### config.mk
export PLATFORM = sky130hd
export DESIGN_NAME = hht_fetch_seq
export DESIGN_NICKNAME = d
export VERILOG_FILES = /design/src/rtl/hht_fetch_seq.sv
export SDC_FILE = /design/constraint.sdc
export NUM_CORES = 1
export LEC_CHECK = 0
export ABC_AREA = 1
export BUFFER_PORTS_ARGS = -buffer_cell sky130_fd_sc_hd__buf_2
export CORE_MARGIN = 2
export CORE_UTILIZATION = 55
export DETAILED_ROUTE_END_ITERATION = 10
export PLACE_DENSITY = 0.73
export SYNTH_ARGS = -nofsm -noshare
export SYNTH_HDL_FRONTEND = slang
export SYNTH_SLANG_ARGS = --single-unit
### constraint.sdc
create_clock -name Clk -period 3.6 [get_ports Clk]
set_input_delay 0.54 -clock Clk [delete_from_list [all_inputs] [get_ports Clk]]
set_output_delay 0.54 -clock Clk [all_outputs]
set_load 0.01 [all_outputs]
### src/rtl/hht_fetch_seq.sv
// Two-stage column-index / vector-value gather sequencer with an in-order output FIFO.
// Optional bounds check on gathered indices is enabled by defining HHT_FETCH_BOUNDS_EN.
module hht_fetch_seq #(
    parameter int DW     = 32,
    parameter int AW     = 32,
    parameter int DEPTH  = 4,
    parameter int V_SIZE = 16
) (
    input  logic          Clk,
    input  logic          Rst,
    input  logic          start,
    input  logic [AW-1:0] col_base,
    input  logic [AW-1:0] vval_base,
    input  logic [31:0]   csize,
    output logic [AW-1:0] addr1,
    output logic          en1,
    input  logic [DW-1:0] dataIn1,
    output logic [AW-1:0] addr2,
    output logic          en2,
    input  logic [DW-1:0] dataIn2,
    output logic [DW-1:0] out_data,
    output logic [DW-1:0] out_col,
    output logic          out_last,
    output logic          out_valid,
    input  logic          out_ready,
    output logic          busy,
    output logic          done,
    output logic          err
);

    localparam int PW = $clog2(DEPTH);
    localparam int CW = PW + 1;

    localparam logic [1:0] S_IDLE  = 2'd0;
    localparam logic [1:0] S_RUN   = 2'd1;
    localparam logic [1:0] S_DRAIN = 2'd2;
    localparam logic [1:0] S_DONE  = 2'd3;

    // Pointer wrap relies on DEPTH being a power of two; the bound only matters with the check enabled.
    if (DEPTH < 2 || (DEPTH & (DEPTH - 1)) != 0 || V_SIZE < 1) begin : g_bad_param
        $error("hht_fetch_seq: DEPTH must be a power of two >= 2 and V_SIZE >= 1");
    end

    typedef struct packed {
        logic [DW-1:0] data;
        logic [DW-1:0] col;
        logic          last;
    } entry_t;

    logic [1:0]    state, next_state;
    logic [AW-1:0] col_base_q, vval_base_q;
    logic [31:0]   csize_q, idx;
    logic          b_valid, b_last;
    logic [DW-1:0] b_col;
    logic [AW-1:0] addr1_q, addr2_q;
    entry_t        fifo_mem [DEPTH];
    logic [PW-1:0] wr_ptr, rd_ptr;
    logic [CW-1:0] fifo_count;

    logic accept, issue, issue_last, pop, bad_col, drain_done;

    assign accept     = (state == S_IDLE) && start;
    // Credit counts the word already in stage B; a same-cycle pop is deliberately not credited.
    assign issue      = (state == S_RUN) && ((32'(fifo_count) + 32'(b_valid)) < 32'(DEPTH));
    assign issue_last = (idx == csize_q - 32'd1);
    assign out_valid  = (fifo_count != '0);
    assign pop        = out_valid && out_ready;
    assign drain_done = !b_valid && ((fifo_count == '0) || ((fifo_count == CW'(1)) && pop));

`ifdef HHT_FETCH_BOUNDS_EN
    logic err_q;
    assign bad_col = b_valid && (b_col >= DW'(V_SIZE));
    assign err     = err_q;
`else
    assign bad_col = 1'b0;
    assign err     = 1'b0;
`endif

    assign en1   = issue;
    assign addr1 = issue ? (col_base_q + AW'(idx)) : addr1_q;
    assign en2   = b_valid && !bad_col;
    assign addr2 = en2 ? (vval_base_q + AW'(b_col)) : addr2_q;

    assign out_data = fifo_mem[rd_ptr].data;
    assign out_col  = fifo_mem[rd_ptr].col;
    assign out_last = fifo_mem[rd_ptr].last;
    assign busy     = (state != S_IDLE);
    assign done     = (state == S_DONE);

    // NOTE: next_state is assigned a default first so no path leaves it unassigned and infers a latch.
    always_comb begin
        next_state = state;
        case (state)
            S_IDLE:  if (start) next_state = (csize == 32'd0) ? S_DONE : S_RUN;
            S_RUN:   if (issue && issue_last) next_state = S_DRAIN;
            S_DRAIN: if (drain_done) next_state = S_DONE;
            default: next_state = S_IDLE;
        endcase
    end

    // NOTE: all state below uses non-blocking assignments so every register samples pre-edge values.
    always_ff @(posedge Clk or negedge Rst) begin
        if (!Rst) begin
            state       <= S_IDLE;
            col_base_q  <= '0;
            vval_base_q <= '0;
            csize_q     <= '0;
            idx         <= '0;
            b_valid     <= 1'b0;
            b_col       <= '0;
            b_last      <= 1'b0;
            addr1_q     <= '0;
            addr2_q     <= '0;
        end else begin
            state   <= next_state;
            b_valid <= issue;
            if (accept) begin
                col_base_q  <= col_base;
                vval_base_q <= vval_base;
                csize_q     <= csize;
                idx         <= '0;
            end else if (issue) begin
                idx <= idx + 32'd1;
            end
            if (issue) begin
                b_col   <= dataIn1;
                b_last  <= issue_last;
                addr1_q <= addr1;
            end
            if (en2) addr2_q <= addr2;
        end
    end

    // NOTE: the FIFO storage is reset (it is only DEPTH entries) so out_data/out_col/out_last read 0 after reset.
    always_ff @(posedge Clk or negedge Rst) begin
        if (!Rst) begin
            for (int k = 0; k < DEPTH; k++) fifo_mem[k] <= '0;
            wr_ptr     <= '0;
            rd_ptr     <= '0;
            fifo_count <= '0;
        end else begin
            if (b_valid) begin
                fifo_mem[wr_ptr] <= '{data: bad_col ? '0 : dataIn2, col: b_col, last: b_last};
                wr_ptr           <= wr_ptr + PW'(1);
            end
            if (pop) rd_ptr <= rd_ptr + PW'(1);
            case ({b_valid, pop})
                2'b10:   fifo_count <= fifo_count + CW'(1);
                2'b01:   fifo_count <= fifo_count - CW'(1);
                default: fifo_count <= fifo_count;
            endcase
        end
    end

`ifdef HHT_FETCH_BOUNDS_EN
    always_ff @(posedge Clk or negedge Rst) begin
        if (!Rst)         err_q <= 1'b0;
        else if (accept)  err_q <= 1'b0;
        else if (bad_col) err_q <= 1'b1;
    end
`endif

endmodule

==> results of run 1 <==
[metal layers]
metal / part of all wire, % / track usage [%] / vias to the layer above
li1: - / - / 11344
met1: 42 / 40.6 / 11193
met2: 48 / 50.3 / 836
met3: 6.5 / 3.97 / 160
met4: 3.9 / 12.1 / 2
met5: 0.0094 / 0 / -
[layout make-up]
cell class	count	share of cell area (%)
Antenna cell	1	0.00836
Timing Repair Buffer	343	6.67
Sequential cell	495	41.4
Clock buffer	73	4.98
Inverter	247	3.11
Tap cell	607	2.54
Multi-Input combinational cell	2401	40.7
Clock inverter	13	0.568
[logic make-up after synthesis]
group                    synth area share (%)
AO/OA/AOI/OAI                            16.5
XOR/XNOR                                 2.45
adder cells (fa/ha/maj)                  3.95
buffers and inverters                    5.85
flip-flops                               48.1
other                                  0.0146
AND/OR/NAND/NOR                          23.1
[report_power, final]
part | leakage, nW | internal [mW] | switching [mW]
clock | 0.822 | 3.04 | 2.27
combinational | 7.88 | 4.91 | 8.93
sequential | 6.17 | 8.03 | 1.66
[flip-flops by register name, summed over array words and instances (netlist names)]
| name | count |
|---|---|
| fifo_count | 3 |
| col_base_q | 32 |
| fifo_mem | 260 |
| addr2_q | 32 |
| idx | 32 |
| wr_ptr | 2 |
| state | 2 |
| b_last | 1 |
| vval_base_q | 32 |
| csize_q | 32 |
| en2 | 1 |
| addr1_q | 32 |
| rd_ptr | 2 |
| b_col | 32 |
[timing repair]
action                                  4_1_cts  5_1_grt
gates resized for setup                      12       73
pin swaps                                     2        8
setup buffers                                 1        9
hold endpoints to repair                     25        0
endpoints found under the setup margin       15       33
hold buffers                                  1        0
[per-stage QoR]
| stage | worst slack, ns | hold slack (ns) |
|---|---|---|
| after floorplan | 0.932 | 0.244 |
| after global placement | 0.531 | 0.449 |
| after detailed placement | 0.496 | 0.461 |
| after CTS | 0.0369 | 0.0854 |
| after global routing | -0.00536 | 0.117 |
| final | 0.149 | 0.112 |
[how the worst min path moves through the flow]
stage / startpoint / endpoint / slack [ns] / cells past startpoint
2_1_floorplan: Rst / addr1_q[0] / 0.24 / 0
3_3_place_gp: addr2_q[0] / addr2_q[0] / 0.45 / 2
3_5_place_dp: addr1_q[30] / addr1_q[30] / 0.46 / 2
4_1_cts: col_base[31] / col_base_q[31] / 0.09 / 3
5_1_grt: col_base[9] / col_base_q[9] / 0.12 / 3
6_report: col_base[31] / col_base_q[31] / 0.11 / 3
[worst register-to-register path, cell delays in order, from the launching register on]
cell	delay [ns]
dfrtp_1	0.43
inv_1	0.11
ha_1	0.19
inv_1	0.06
nor2_1	0.13
nand2_2	0.10
buf_4	0.32
nor2_1	0.21
nand3b_1	0.09
nor2_1	0.20
nand4_1	0.18
nor2_2	0.16
nand3_2	0.11
nand2_2	0.10
nand2_2	0.05
nand2_1	0.06
nand2_1	0.05
[layout by cell type (no fill, tap or decap), types with 34 or more instances in the layout]
cell type	n
clkbuf_16	53
buf_4	34
xor2_1	42
nand3_1	82
buf_2	295
dfrtp_1	481
ha_1	54
nand2_1	938
inv_1	242
o21ai_0	549
o22ai_1	65
a21oi_1	65
nor2_1	297
==> results.json, run 1 <==
{
  "async_flop_share_pct": 100,
  "cp.arrival_ns": 2.91,
  "cts_buffers": 53,
  "p_leak_nw": 14.9,
  "total_power_mw": 28.8,
  "ir_drop_mv": 0.663,
  "clk_pin_slew_ns": 0.06,
  "cp-endpoint": "addr1[31]",
  "hold_class": "primary input to flip-flop",
  "synth_warnings": 0,
  "finalInstanceArea_mm2": 0.0299,
  "io_pins": 299,
  "grt_pass1_vias": 22217,
  "fp.dieW_um": 220,
  "yosys-top-cells-count": "nand2_1 (945), o21ai_0 (552), dfrtp_1 (495)",
  "reg2regPathDepth": 16,
  "finalSetupViolations": 0,
  "relSlewSlack_pct": 42.0,
  "cp_max_fo": 4,
  "via_per_inst": 5.63,
  "worst-path-buf-inv": 1,
  "maxCapViolations": 0,
  "r2r-end": "state[0]",
  "skew_ns": 0.0240,
  "fin_util_pct": 64.6,
  "grt_max_degree": 131,
  "start_util_pct": 55.5,
  "dr.pass1.iters": 6,
  "max_stage_delay_ns": 0.44,
  "core_mm2": 0.0464,
  "grt_first_pass_wirelength_mm": 117,
  "dpl.hpwl_mm": 52.6,
  "power.density_mw_per_mm2": 964,
  "r2r-start": "state[1]",
  "ys_ff_latch": 495,
  "regArea_mm2": 0.0124,
  "antenna_found_initial": 2,
  "drt_iter0_markers": 2000,
  "slowest_stage": "dfrtp_2",
  "synth_edf_count": 0,
  "clockBufferDepth": 3,
  "num-nets-final": 3785,
  "status": "finished, final reports clean",
  "max_freq_ghz": 0.290,
  "gr-usage-all-layers_pct": 30.4,
  "ant_nets": 0,
  "layout.cells.non_filler": 4180,
  "worstSetupStartpointType": "flip-flop",
  "dp.cells": 4082,
  "synth.distinct_cells": 48,
  "yosysMostFrequentCell": "nand2_1",
  "cts.htree.levels": 2,
  "drv_slew": 0,
  "portBuffers": 297,
  "fin_tns_setup_ns": 0,
  "syn_area_per_cell_um2": 7.81,
  "crit_family": "simple AND/OR/NAND/NOR gates",
  "period_minus_slack_ns": 3.45,
  "clock-sinks": 495,
  "drc": 0,
  "synth_area_mm2": 0.0257,
  "path_cells": "ha_4, nand2_1, o21ai_1, a21oi_2, o21bai_2, nand2_1, nand2_1, nand3_1, nand2_1, xor2_2, nand2_1, nand2_1, buf_2",
  "ys_seq_area_share_pct": 48.1,
  "yosys-top-cells-area": "dfrtp_1 (48%), nand2_1 (14%), o21ai_0 (11%)",
  "cp.depth": 13,
  "crit_path_end_kind": "primary output",
  "yosys.area.top_type": "dfrtp_1",
  "rows": 79,
  "cts_tree": "yes",
  "wirelength_mm": 74.5,
  "synthCells": 3294,
  "synthToLayoutAreaGrowth_pct": 16.3,
  "critPathMostFrequentCell": "nand2_1",
  "die_area_mm2": 0.0485,
  "hold_viol_final": 0,
  "crit_path_start": "idx[2]",
  "layout_worst_path_cycle_share_pct": 95.9,
  "gp_congestion": 0.945,
  "synth.top_cell.area_share_pct": 48.1,
  "drive_gt1_share_pct": 15.1,
  "synthFlopType": "dfrtp_1",
  "fillers": 4016,
  "worst_pin_slew_ns": 0.869,
  "syn_nets": 3538,
  "worstSkewPairLatency_ns": 0.63,
  "gr-total-overflow": 0,
  "worst-setup-path-type": "flip-flop to primary output",
  "crit_required_ns": 3.06,
  "root_buffer": "clkbuf_16",
  "fp.dieH_um": 220,
  "wl_per_cell_um": 17.8,
  "vias": 23535,
  "multiInputGateArea_mm2": 0.0122,
  "place_area_mm2": 0.0279,
  "r2r_slack_ns": 0.95
}
Note: power is estimated with default switching activity, not from simulation.
==> run 2: changes to the inputs <==
--- a/config.mk
+++ b/config.mk
@@ -8,9 +8,9 @@
 export ABC_AREA = 1
 export BUFFER_PORTS_ARGS = -buffer_cell sky130_fd_sc_hd__buf_2
 export CORE_MARGIN = 2
-export CORE_UTILIZATION = 55
+export CORE_UTILIZATION = 30
 export DETAILED_ROUTE_END_ITERATION = 10
-export PLACE_DENSITY = 0.73
+export PLACE_DENSITY = 0.44
 export SYNTH_ARGS = -nofsm -noshare
 export SYNTH_HDL_FRONTEND = slang
 export SYNTH_SLANG_ARGS = --single-unit
==> constraint.sdc (replaced) <==
create_clock -name Clk -period 3.6 [get_ports Clk]
set_input_delay 0.18 -clock Clk [delete_from_list [all_inputs] [get_ports Clk]]
set_output_delay 0.18 -clock Clk [all_outputs]
set_load 0.01 [all_outputs]
==> run 2 against run 1 <==
- die area grew 82%
- critical path depth is the same
- clock power grew 19%
- sequential cell count is the same
- cell area grew 8.0%
- utilization shrank 27 points
- sequential power is essentially flat
- non-clock buffer count grew 157
- worst setup slack gained 0.13 ns
- cell count grew 17%
- largest power group unchanged
- highest routed layer unchanged
==> results.json, run 2 (same netlist as run 1, synthesis figures left out) <==
{
  "status": "finished, final reports clean",
  "crit_family": "simple AND/OR/NAND/NOR gates",
  "fin_util_pct": 38.0,
  "drt_iter0_markers": 1305,
  "clk_pin_slew_ns": 0.06,
  "vias": 23109,
  "crit_required_ns": 3.42,
  "reg2regPathDepth": 17,
  "crit_path_end_kind": "primary output",
  "worst-path-buf-inv": 2,
  "path_cells": "ha_1, a21oi_1, o21ai_1, a21oi_2, inv_1, nand3_1, nand3_1, nand2_1, nand2_1, or2_2, nand3_1, nand2_1, buf_2",
  "die_area_mm2": 0.0882,
  "num-nets-final": 3949,
  "grt_max_degree": 90,
  "grt_pass1_vias": 23101,
  "p_leak_nw": 15.8,
  "largest_reg_flops": 260,
  "cp_max_fo": 8,
  "worstSetupStartpointType": "flip-flop",
  "regArea_mm2": 0.0124,
  "clockBufferDepth": 3,
  "rsz0062_at_grt": "no",
  "drive_gt1_share_pct": 13.1,
  "fin_tns_setup_ns": 0,
  "multiInputGateArea_mm2": 0.0119,
  "cp.depth": 13,
  "portBuffers": 297,
  "power.density_mw_per_mm2": 921,
  "n_antenna_cell": 0,
  "ant_nets": 0,
  "gr-usage-all-layers_pct": 19.6,
  "via_per_inst": 4.72,
  "rows": 107,
  "relSlewSlack_pct": 38.7,
  "hold_viol_final": 0,
  "max_stage_delay_ns": 0.49,
  "cts.htree.levels": 2,
  "fp.dieH_um": 297,
  "drv_slew": 0,
  "place_ws_ns": 0.709,
  "gp_congestion": 0.852,
  "cts_buffers": 60,
  "fp.dieW_um": 297,
  "layout_setup_ws_ns": 0.277,
  "layout_worst_path_cycle_share_pct": 92.3,
  "gr-total-overflow": 0,
  "finalSetupViolations": 0,
  "wirelength_mm": 86.9,
  "worstSkewPairLatency_ns": 0.67,
  "root_buffer": "clkbuf_16",
  "layout_commonest_cell": "nand2_1",
  "clock-sinks": 495,
  "regMostFlops": "fifo_mem",
  "cts_tree": "yes",
  "max_freq_ghz": 0.301,
  "antenna_found_initial": 6,
  "slowest_stage": "dfrtp_1",
  "fillers": 9072,
  "cp.arrival_ns": 3.14,
  "worst-setup-path-type": "flip-flop to primary output",
  "r2r-start": "csize_q[0]",
  "maxCapViolations": 0,
  "finalInstanceArea_mm2": 0.0323,
  "hold_class": "primary input to async pin",
  "worst_pin_slew_ns": 0.920,
  "place_area_mm2": 0.0286,
  "dpl.hpwl_mm": 60.7,
  "period_minus_slack_ns": 3.32,
  "skew_ns": 0.0530,
  "wl_per_cell_um": 17.8,
  "core_mm2": 0.0851,
  "ir_drop_mv": 0.461,
  "grt_first_pass_wirelength_mm": 137,
  "crit_path_start": "idx[2]",
  "synthToLayoutAreaGrowth_pct": 25.7,
  "io_pins": 299,
  "dr.pass1.iters": 5,
  "final_cell_mix": "nand2_1 (940), o21ai_0 (551), dfrtp_1 (490), nor2_1 (300), buf_2 (296)",
  "start_util_pct": 30.2,
  "drc": 0
}
## run 2: worst paths after layout
kind | to | slack (ns)
setup / recovery | addr1[25] | 0.28
hold / removal | addr2_q[27] | 0.18
setup reg to reg | state[1] | 1.06
hold reg to reg | addr2_q[0] | 0.47
max in group asynchronous | fifo_mem[245] | 2.43
min in group Clk | col_base_q[29] | 0.25
## run 2: area by class of cell
cell class / count / share of cell area (%)
Sequential cell: 495 / 38.3
Inverter: 247 / 2.89
Clock inverter: 15 / 0.797
Timing Repair Buffer: 500 / 11.1
Clock buffer: 92 / 5.63
Multi-Input combinational cell: 2401 / 36.8
Tap cell: 1144 / 4.43
## run 2: where the power goes
part           internal [mW]  switching [mW]
sequential              8.03            1.65
combinational           4.85            8.95
clock                   3.77            2.56
total                   16.6            13.2
## run 2: worst register-to-register path, cell delays in order (launching register included)
cell and delay [ns]:
dfrtp_1 0.37, inv_1 0.18, ha_1 0.31, nand2_2 0.13, nor2_4 0.31, nand2_1 0.15
nor2_2 0.18, nand3_1 0.09, nand2_1 0.08, nand2_1 0.04, inv_1 0.04, nand2_1 0.06
nor2_2 0.09, nand3_2 0.12, nand2_2 0.11, nand2_2 0.05, nand2_1 0.06, nand2_1 0.05
## run 2: per-stage QoR
step | power, mW | cells | hold slack [ns]
floorplan | 18.2 | 3294 | -0.116
global placement | 23.6 | 4623 | 0.309
detailed placement | 23.7 | 4623 | 0.296
CTS | 30.4 | 4893 | 0.191
global route | 32.5 | 4894 | 0.241
finish | 29.8 | 4894 | 0.179
## run 2: metal layers
metal | vias to the layer above | global-route usage, % | share of wire [%]
li1 | 11667 | - | -
met1 | 10906 | 26.3 | 47
met2 | 433 | 33.0 | 47
met3 | 97 | 2.97 | 4.0
met4 | 6 | 4.61 | 2.1
met5 | - | 0 | 0.044
## run 2: timing repair
item	4_1_cts	5_1_grt
setup buffers	0	1
endpoints found under the hold margin	335	0
resized for setup	1	10
pin swaps	0	1
hold buffers	163	0
cloned	0	0
endpoints found under the setup margin	1	15
